### config.mk
export PLATFORM = sky130hd
export DESIGN_NAME = store_load_unit
export DESIGN_NICKNAME = d
export VERILOG_FILES = /design/src/rtl/store_load_unit.sv
export SDC_FILE = /design/constraint.sdc
export NUM_CORES = 1
export LEC_CHECK = 0
export CORE_AREA = 2 2 160 162
export CTS_BUF_LIST = sky130_fd_sc_hd__clkbuf_8 sky130_fd_sc_hd__clkbuf_16
export DETAILED_ROUTE_END_ITERATION = 8
export DIE_AREA = 0 0 162 164
export PLACE_DENSITY = 0.87
export RECOVER_POWER = 100
export SYNTH_ARGS = -nofsm -noshare
export SYNTH_HDL_FRONTEND = slang
export SYNTH_SLANG_ARGS = --single-unit
export TNS_END_PERCENT = 30
### constraint.sdc
create_clock -name clk -period 4.5 [get_ports clk]
set_clock_uncertainty 0.2 [all_clocks]
set_input_delay 1.35 -clock clk [delete_from_list [all_inputs] [get_ports clk]]
set_output_delay 1.35 -clock clk [all_outputs]
set_load 0.02 [all_outputs]
### src/rtl/store_load_unit.sv
// Data-side store buffer and load unit: queues CPU stores in order, drains them
// to the memory write port, and serves loads by store forwarding or a port-2 read.
module store_load_unit #(
    parameter int DATA_SIZE = 32,
    parameter int ADRS_SIZE = 11,
    parameter int DEPTH     = 4
) (
    input  logic                         clk,
    input  logic                         resetn,
    input  logic                         write_mem,
    input  logic [ADRS_SIZE-1:0]         mem_wadrs,
    input  logic [DATA_SIZE-1:0]         mem_wdata,
    output logic                         store_stall,
    input  logic                         read_mem_str,
    input  logic [ADRS_SIZE-1:0]         mem_radrs_ld,
    output logic                         load_stall,
    output logic [DATA_SIZE-1:0]         mem_store_data,
    output logic                         load_valid,
    output logic                         mem_w_en,
    input  logic                         mem_w_ready,
    output logic [ADRS_SIZE-1:0]         mem_w_adrs,
    output logic [DATA_SIZE-1:0]         mem_w_data,
    output logic                         mem_r_en2,
    output logic [ADRS_SIZE-1:0]         mem_r_adrs2,
    input  logic                         mem_r_valid2,
    input  logic [DATA_SIZE-1:0]         mem_data_out2,
    output logic [$clog2(DEPTH+1)-1:0]   count
);

    localparam int PW = $clog2(DEPTH);
    localparam int CW = $clog2(DEPTH+1);

    typedef enum logic [1:0] {
        S_IDLE  = 2'd0,
        S_ISSUE = 2'd1,
        S_WAIT  = 2'd2
    } state_t;

    logic [ADRS_SIZE-1:0] r_adrs [DEPTH];
    logic [DATA_SIZE-1:0] r_data [DEPTH];
    logic [PW-1:0]        r_head;
    logic [PW-1:0]        r_tail;
    logic [CW-1:0]        r_count;
    state_t               r_state;
    state_t               w_state_nxt;
    logic [DATA_SIZE-1:0] r_ld_data;
    logic                 r_ld_valid;
    logic [ADRS_SIZE-1:0] r_rd_adrs;

    logic                 w_full;
    logic                 w_push;
    logic                 w_pop;
    logic                 w_ld_accept;
    logic                 w_hit;
    logic                 w_match;
    logic [DATA_SIZE-1:0] w_hit_data;

    assign w_full         = (r_count == CW'(DEPTH));
    assign store_stall    = w_full;
    assign mem_w_en       = (r_count != {CW{1'b0}});
    assign mem_w_adrs     = r_adrs[r_head];
    assign mem_w_data     = r_data[r_head];
    assign count          = r_count;
    assign w_push         = write_mem && !w_full;
    assign w_pop          = mem_w_en && mem_w_ready;
    assign w_ld_accept    = (r_state == S_IDLE) && read_mem_str && !load_stall;
    assign mem_store_data = r_ld_data;
    assign load_valid     = r_ld_valid;
    assign mem_r_adrs2    = r_rd_adrs;

    // Forwarding lookup: walk oldest to youngest so the youngest match wins
    always_comb begin
        w_hit      = 1'b0;
        w_match    = 1'b0;
        w_hit_data = {DATA_SIZE{1'b0}};
        for (int k = 0; k < DEPTH; k++) begin
            w_match    = (CW'(k) < r_count) &&
                         (r_adrs[r_head + PW'(k)] == mem_radrs_ld);
            w_hit      = w_hit | w_match;
            w_hit_data = w_match ? r_data[r_head + PW'(k)] : w_hit_data;
        end
    end

    // Store buffer storage, written at the tail on push
    always_ff @(posedge clk or negedge resetn) begin
        if (!resetn) begin
            for (int i = 0; i < DEPTH; i++) begin
                r_adrs[i] <= {ADRS_SIZE{1'b0}};
                r_data[i] <= {DATA_SIZE{1'b0}};
            end
        end else if (w_push) begin
            r_adrs[r_tail] <= mem_wadrs;
            r_data[r_tail] <= mem_wdata;
        end
    end

    // Head/tail pointers and occupancy count
    always_ff @(posedge clk or negedge resetn) begin
        if (!resetn) begin
            r_head  <= {PW{1'b0}};
            r_tail  <= {PW{1'b0}};
            r_count <= {CW{1'b0}};
        end else begin
            if (w_push) r_tail <= r_tail + {{(PW-1){1'b0}}, 1'b1};
            if (w_pop)  r_head <= r_head + {{(PW-1){1'b0}}, 1'b1};
            case ({w_push, w_pop})
                2'b10:   r_count <= r_count + {{(CW-1){1'b0}}, 1'b1};
                2'b01:   r_count <= r_count - {{(CW-1){1'b0}}, 1'b1};
                default: r_count <= r_count;
            endcase
        end
    end

    // Load FSM state register
    always_ff @(posedge clk or negedge resetn) begin
        if (!resetn) r_state <= S_IDLE;
        else         r_state <= w_state_nxt;
    end

    // Load FSM next state
    always_comb begin
        w_state_nxt = r_state;
        case (r_state)
            S_IDLE: begin
                if (w_ld_accept && !w_hit) w_state_nxt = S_ISSUE;
                else                       w_state_nxt = S_IDLE;
            end
            S_ISSUE: w_state_nxt = S_WAIT;
            S_WAIT: begin
                if (mem_r_valid2) w_state_nxt = S_IDLE;
                else              w_state_nxt = S_WAIT;
            end
            default: w_state_nxt = S_IDLE;
        endcase
    end

    // Load FSM outputs; a same-cycle store takes priority over a load
    always_comb begin
        mem_r_en2  = 1'b0;
        load_stall = 1'b0;
        case (r_state)
            S_IDLE:  load_stall = write_mem;
            S_ISSUE: begin
                mem_r_en2  = 1'b1;
                load_stall = 1'b1;
            end
            S_WAIT:  load_stall = 1'b1;
            default: load_stall = 1'b1;
        endcase
    end

    // Load result, completion pulse and latched miss address
    always_ff @(posedge clk or negedge resetn) begin
        if (!resetn) begin
            r_ld_data  <= {DATA_SIZE{1'b0}};
            r_ld_valid <= 1'b0;
            r_rd_adrs  <= {ADRS_SIZE{1'b0}};
        end else begin
            r_ld_valid <= 1'b0;
            if (w_ld_accept && w_hit) begin
                r_ld_data  <= w_hit_data;
                r_ld_valid <= 1'b1;
            end else if ((r_state == S_WAIT) && mem_r_valid2) begin
                r_ld_data  <= mem_data_out2;
                r_ld_valid <= 1'b1;
            end
            if (w_ld_accept && !w_hit) r_rd_adrs <= mem_radrs_ld;
        end
    end

endmodule

[Yosys cells after proc, flatten, opt, wreduce, memory -nomap -nowiden]
Cells that the tools add are included.
Word-level totals
  flip-flop bits (word level): 225
  input port bits: 92
  output and inout bits: 94
Operators by class
  add/subtract/negate cells: 6
  $lt $le $gt $ge: 10
  equality and inequality tests: 9
  muxes and demuxes: 44
  bitwise logic cells: 8
  reductions and logical operators: 19
Operator list (count)
  32-bit 2-to-1 mux: 15
  32-bit binary-select mux with 2-bit select: 4
  128-bit bitwise mux: 1
  11-bit 2-to-1 mux: 9
  11-bit binary-select mux with 2-bit select: 4
  32-bit demux with 2-bit select: 1
  44-bit bitwise mux: 1
  11-bit == test: 4
  11-bit demux with 2-bit select: 1
  3-bit greater-or-equal comparator (second input constant): 5
  2-bit inverter with 3-bit output: 5
  1-bit logical AND: 12
  1-bit by 3-bit < comparator with 1-bit output (first input constant): 2
  2-bit by 3-bit < comparator with 1-bit output (first input constant): 2
  2-bit one-hot mux with 3 select lines: 1
  3-bit one-hot mux with 2 select lines: 1
  1-bit 2-to-1 mux: 5
  2-bit by 1-bit adder with 2-bit output (second input constant): 2
  2-bit adder (second input constant): 2
  2-bit by 1-bit == test with 1-bit output (second input constant): 2
  2-bit == test (second input constant): 2
  2-bit nonzero test: 2
  3-bit by 1-bit adder with 3-bit output (second input constant): 1
  3-bit == test (second input constant): 1
  7 further kinds: 11

[Depth between registers and ports, before layout]
  word-level depth: 14
  gate-level depth with buffers: 14
  mapped depth without buffers: 9

[Worst setup path before layout]
Ideal clock, no wire load.
  path kind: input port to flip-flop
  from: in mem_radrs_ld[8]
  to: reg r_rd_adrs[2], in the netlist mem_r_adrs2[2]
  data arrival time: 3523 ps
  data required time: 4175 ps
  slack: 653 ps
  cell stages on the path: 9
  path buffers: 3
  path through: clkbuf_1 > a221o_1 > a211oi_1 > o21ai_0 > or4b_1 > clkbuf_1 > nand4b_1 > buf_4 > mux2_2
On the way
  cells in the longest elaborated chain, start to end: 7
  elaborated cells on any way between the ends: 13
Ends and longest elaborated chain
  start: declaration: line 15  | input logic [ADRS_SIZE-1:0] mem_radrs_ld,
  11-bit == test: line 78  | (r_adrs[r_head + PW'(k)] == mem_radrs_ld);
  1-bit logical AND: line 77  | w_match = (CW'(k) < r_count) &&
  1-bit bitwise OR (2 in a row): line 79  | w_hit = w_hit | w_match;
  1-bit bitwise OR (*): line 79
  1-bit zero test (*): line 167  | if (w_ld_accept && !w_hit) r_rd_adrs <= mem_radrs_ld;
  1-bit logical AND (*): line 167
  end signal: assignment: line 157  | r_rd_adrs <= {ADRS_SIZE{1'b0}};
  end signal: assignment: line 167
  end: declaration: line 48  | logic [ADRS_SIZE-1:0] r_rd_adrs;
Mark *: on every way between the ends. The rest lies on a longest branch, timed or not.
A chain may end at the register's enable or synchronous reset.

[Worst setup path after layout]
  from: reg r_head[1]
  to: out mem_w_adrs[1]
On the way
  cells in the longest elaborated chain, start to end: 4
Ends and longest elaborated chain
  start: declaration: line 41  | logic [PW-1:0] r_head;
  start signal: assignment: line 100  | r_head <= {PW{1'b0}};
  start signal: assignment: line 105  | if (w_pop) r_head <= r_head + {{(PW-1){1'b0}}, 1'b1};
  2-bit inverter with 3-bit output (not written as such): line 61  | assign mem_w_adrs = r_adrs[r_head];
  11-bit binary-select mux with 2-bit select: line 61
  11-bit 2-to-1 mux (not written as such) (2 in a row): line 61
  end: declaration: line 21  | output logic [ADRS_SIZE-1:0] mem_w_adrs,
No other way between the ends. The select of a mux whose other input is x is not followed.

==> reports/metrics.cfg <==
[clock_tree]
tritoncts = built
worstSkewPairLatency_ns = 0.53
postCtsHoldBufs = 0
cts_inserted_buffers = 24
clock_sinks = 225
cts.path.max_buffers = 3
clk_pin_slew_ns = 0.06
post_cts_resized = 0
cts_htree_levels = 1
cts_setup_buffers = 0
clk_root_buffer_cell = sky130_fd_sc_hd__clkbuf_16

[floorplanning]
io_pins = 186
floorplan.rows = 58
dieWidth_um = 162
initial_util = 0.5550
die-area_mm2 = 0.02657
die-height_um = 164
placeableCoreArea_mm2 = 0.02482

[drt]
drt_first_iter_violations = 1263
routed-via-count = 11390
route.detailed.drc = 0
drt_wl_total_mm = 40.33
viasPerCell = 6.669
detail_route.wl_per_cell_um = 23.61
dr.pass1.iters = 8
final_antenna_net_count = 0

[power_and_ir_drop]
seq_power_share = 0.295
power_mw = 13.30
powerDensity_mw_per_mm2 = 792.1
cellInternalPower_mw = 7.656
switching_share = 0.4244
power.ir.vdd_worst_v = 0.0004102
power_frac_clock = 0.146
power.static_leakage_nw = 7.036
power.combinational.fraction = 0.559
net-switching-power_mw = 5.644

[layout]
multi_input_comb_area_mm2 = 0.007666
syn_to_final_growth_pct = 21.91
layout.nets = 1460
seq_area_mm2 = 0.005635
fillerInstances = 1824
drive_above_1_share = 0.2309

[yosys]
ys_seq_elements = 225
post_synthesis_sequential_area_ratio = 0.4088
ys_dominant_reg_cell = sky130_fd_sc_hd__dfrtp_1
synth_edf_count = 0
synth.avg_cell_area_um2 = 11.39
netlist_area_mm2 = 0.01377
syn_nets = 1310
yosys_warnings = 0
synthesized_instance_count = 1209
post_synth_num_cell_types = 57
synth-async-reset-ratio = 1.000

[worst_setup_path]
critical-path-max-stage-delay_ns = 0.68
r2r-start = r_head[1]
setup.worst_path.end_class = output port
cp.buffers_inverters = 2
worstPathRequired_ns = 2.95
worst_ep_arrival_time_ns = 2.82
critical_path.max_fanout = 33
r2r_end = mem_store_data[14]
crit_family = buffers and inverters
r2r_setup_slk_ns = 0.28
critical_path.startpoint_type = register
timing.setup.critical_path_class = register to output port
cell_type_of_the_slowest_stage_on_the_worst_timing_path = sky130_fd_sc_hd__dlygate4sd3_1
rr_worst_depth = 10
critical_path.cell_chain = buf_4, mux4_2, dlygate4sd3_1

[sta]
worst_pin_slew_ns = 1.366
period_needed_ns = 4.374
rsz0062_at_grt = false
slew_violations = 0
report.final.setup_viol = 0
timing_hold_violations_final = 0
timing.fmax_mhz = 228.6
setup-tns-final_ns = 0
fin_crit_sh = 0.9720
max_slew_margin = 0.08963

[grt]
antenna_found_initial = 1
grt_max_degree = 107
globalRoute.totalOverflow = 0
grt_first_pass_wirelength_mm = 63.05
grt_usage = 0.3012
first_global_vias = 11450

[min_path]
hold_path_depth = 1
worstHoldPathType = register to register
worstHoldEndpoint = mem_r_adrs2[4]
min_from = mem_r_adrs2[4]

[place]
gp_routability_congestion = 0.9030
io_buffer_count = 185
dpl.hpwl_mm = 25.73

[job]
number_of_max_cap_violations = 0

[status]
status = finished clean

power groups by stage:
stage	logic, mW	clock network, mW	registers [mW]
after floorplan	4.93	0	3.87
after global placement	7.41	0	3.81
after detailed placement	7.57	0	3.91
after CTS	7.64	1.95	3.89
after global routing	7.90	2.04	4.04
final	7.44	1.94	3.92
per-stage QoR:
| step | setup slack, ns | cell area (um2) | utilization | hold slack, ns | std cells |
|---|---|---|---|---|---|
| 3_3_place_gp | 0.2730 | 16150 | 0.6505 | 0.2819 | 1663 |
| 3_5_place_dp | 0.2214 | 16150 | 0.6505 | 0.2999 | 1663 |
| 5_1_grt | 0.05245 | 16790 | 0.6765 | 0.3268 | 1708 |
| 2_1_floorplan | 0.6526 | 13770 | - | 0.2957 | 1209 |
| 4_1_cts | 0.2005 | 16920 | 0.6817 | 0.3159 | 1707 |
| 6_report | 0.1260 | 16790 | 0.6765 | 0.3014 | 1708 |
Yosys cell counts, types with 4 or more instances:
master                     count  area [um2]
sky130_fd_sc_hd__a32o_1       30       300.3
sky130_fd_sc_hd__mux2_2      206        2320
sky130_fd_sc_hd__buf_1         9       33.78
sky130_fd_sc_hd__xor2_1       20       175.2
sky130_fd_sc_hd__a22oi_1      22       165.2
sky130_fd_sc_hd__o21ai_0      29       145.1
sky130_fd_sc_hd__o22ai_1      59       369.1
sky130_fd_sc_hd__o21ai_1       8       40.04
sky130_fd_sc_hd__clkbuf_1     57       214.0
sky130_fd_sc_hd__ha_1          9       112.6
sky130_fd_sc_hd__mux2i_1     189        1892
sky130_fd_sc_hd__a21oi_1      20       100.1
sky130_fd_sc_hd__dfrtp_1     225        5630
sky130_fd_sc_hd__buf_4         4       30.03
sky130_fd_sc_hd__inv_1         8       30.03
sky130_fd_sc_hd__nand3_1      91       455.4
sky130_fd_sc_hd__o211ai_1     17       127.6
sky130_fd_sc_hd__buf_2        33       165.2
sky130_fd_sc_hd__nand2_1      45       168.9
sky130_fd_sc_hd__nand4_1       8       50.05
sky130_fd_sc_hd__nor2_1       19       71.32
sky130_fd_sc_hd__xnor2_1      26       227.7
sky130_fd_sc_hd__mux4_2       23       518.0
metal layers:
metal  vias to the layer above  GRT usage  wire length, um
met5                         -          0                0
met4                         0     0.1412             1512
met3                       121    0.04823             3608
met2                       673     0.4723            18980
met1                      5698     0.4133            16230
li1                       4899          -                -
registers in the layout (all words and copies together) (netlist names):
name            count
r_data            128
r_head              2
load_valid          1
r_adrs             44
mem_store_data     32
r_tail              2
count               3
r_state             2
mem_r_adrs2        11
cells in the final DEF (no fill, tap or decap), drive strengths merged, types with 9 or more instances in the layout:
cell           netlist  layout
mux2               206     206
mux2i              189     189
ha                   9       9
xnor2               26      26
o22ai               59      59
a21oi               21      21
mux4                23      23
nor2                19      19
o211ai              17      17
xor2                20      20
buf                 48      33
a32o                30      30
clkdlybuf4s50        0      96
nand3               91      91
clkbuf              57      41
o21ai               37      37
dlygate4sd3          0      88
dfrtp              225     225
inv                  8      17
nand2               45      45
a22oi               22      22
worst max-delay path by stage:
stage                         start                 end  slack (ns)  cells past startpoint
floorplan           mem_radrs_ld[8]      mem_r_adrs2[2]        0.65                      9
global placement    mem_radrs_ld[7]  mem_store_data[11]        0.27                      9
detailed placement  mem_radrs_ld[0]  mem_store_data[12]        0.22                      9
CTS                       r_head[0]      mem_w_data[14]        0.20                      5
global route              r_head[1]       mem_w_adrs[1]        0.05                      3
finish                    r_head[1]       mem_w_adrs[1]        0.13                      3
worst register-to-register path: cells and delay by family (launching register included):
kind,cells,cell delay [ns]
xor+xnor,1,0.16
mux,1,0.64
simple gates,2,0.91
buf+inv,2,1.04
compound gates,4,0.71
flops,1,0.48
area by class of cell:
cell class,count,area share
clock buffers,29,0.03987
clock inverters,15,0.006259
diodes,1,0.0001490
well taps,330,0.02459
repair buffers,229,0.1349
flip-flops and latches,225,0.3356
multi-input cells,870,0.4566
inverters,9,0.002012
cells by family (layout without fill, tap and decap cells):
group | count (synthesis) | count (layout) | share of synthesized area
xor+xnor | 46 | 46 | 0.02925
fa+ha+maj | 9 | 9 | 0.008176
other cells | 0 | 1 | 0
compound gates | 210 | 210 | 0.1072
buf+inv | 114 | 282 | 0.03625
mux | 418 | 418 | 0.3434
flops | 225 | 225 | 0.4088
simple gates | 187 | 187 | 0.06695
(Power assumes the default switching activity.)
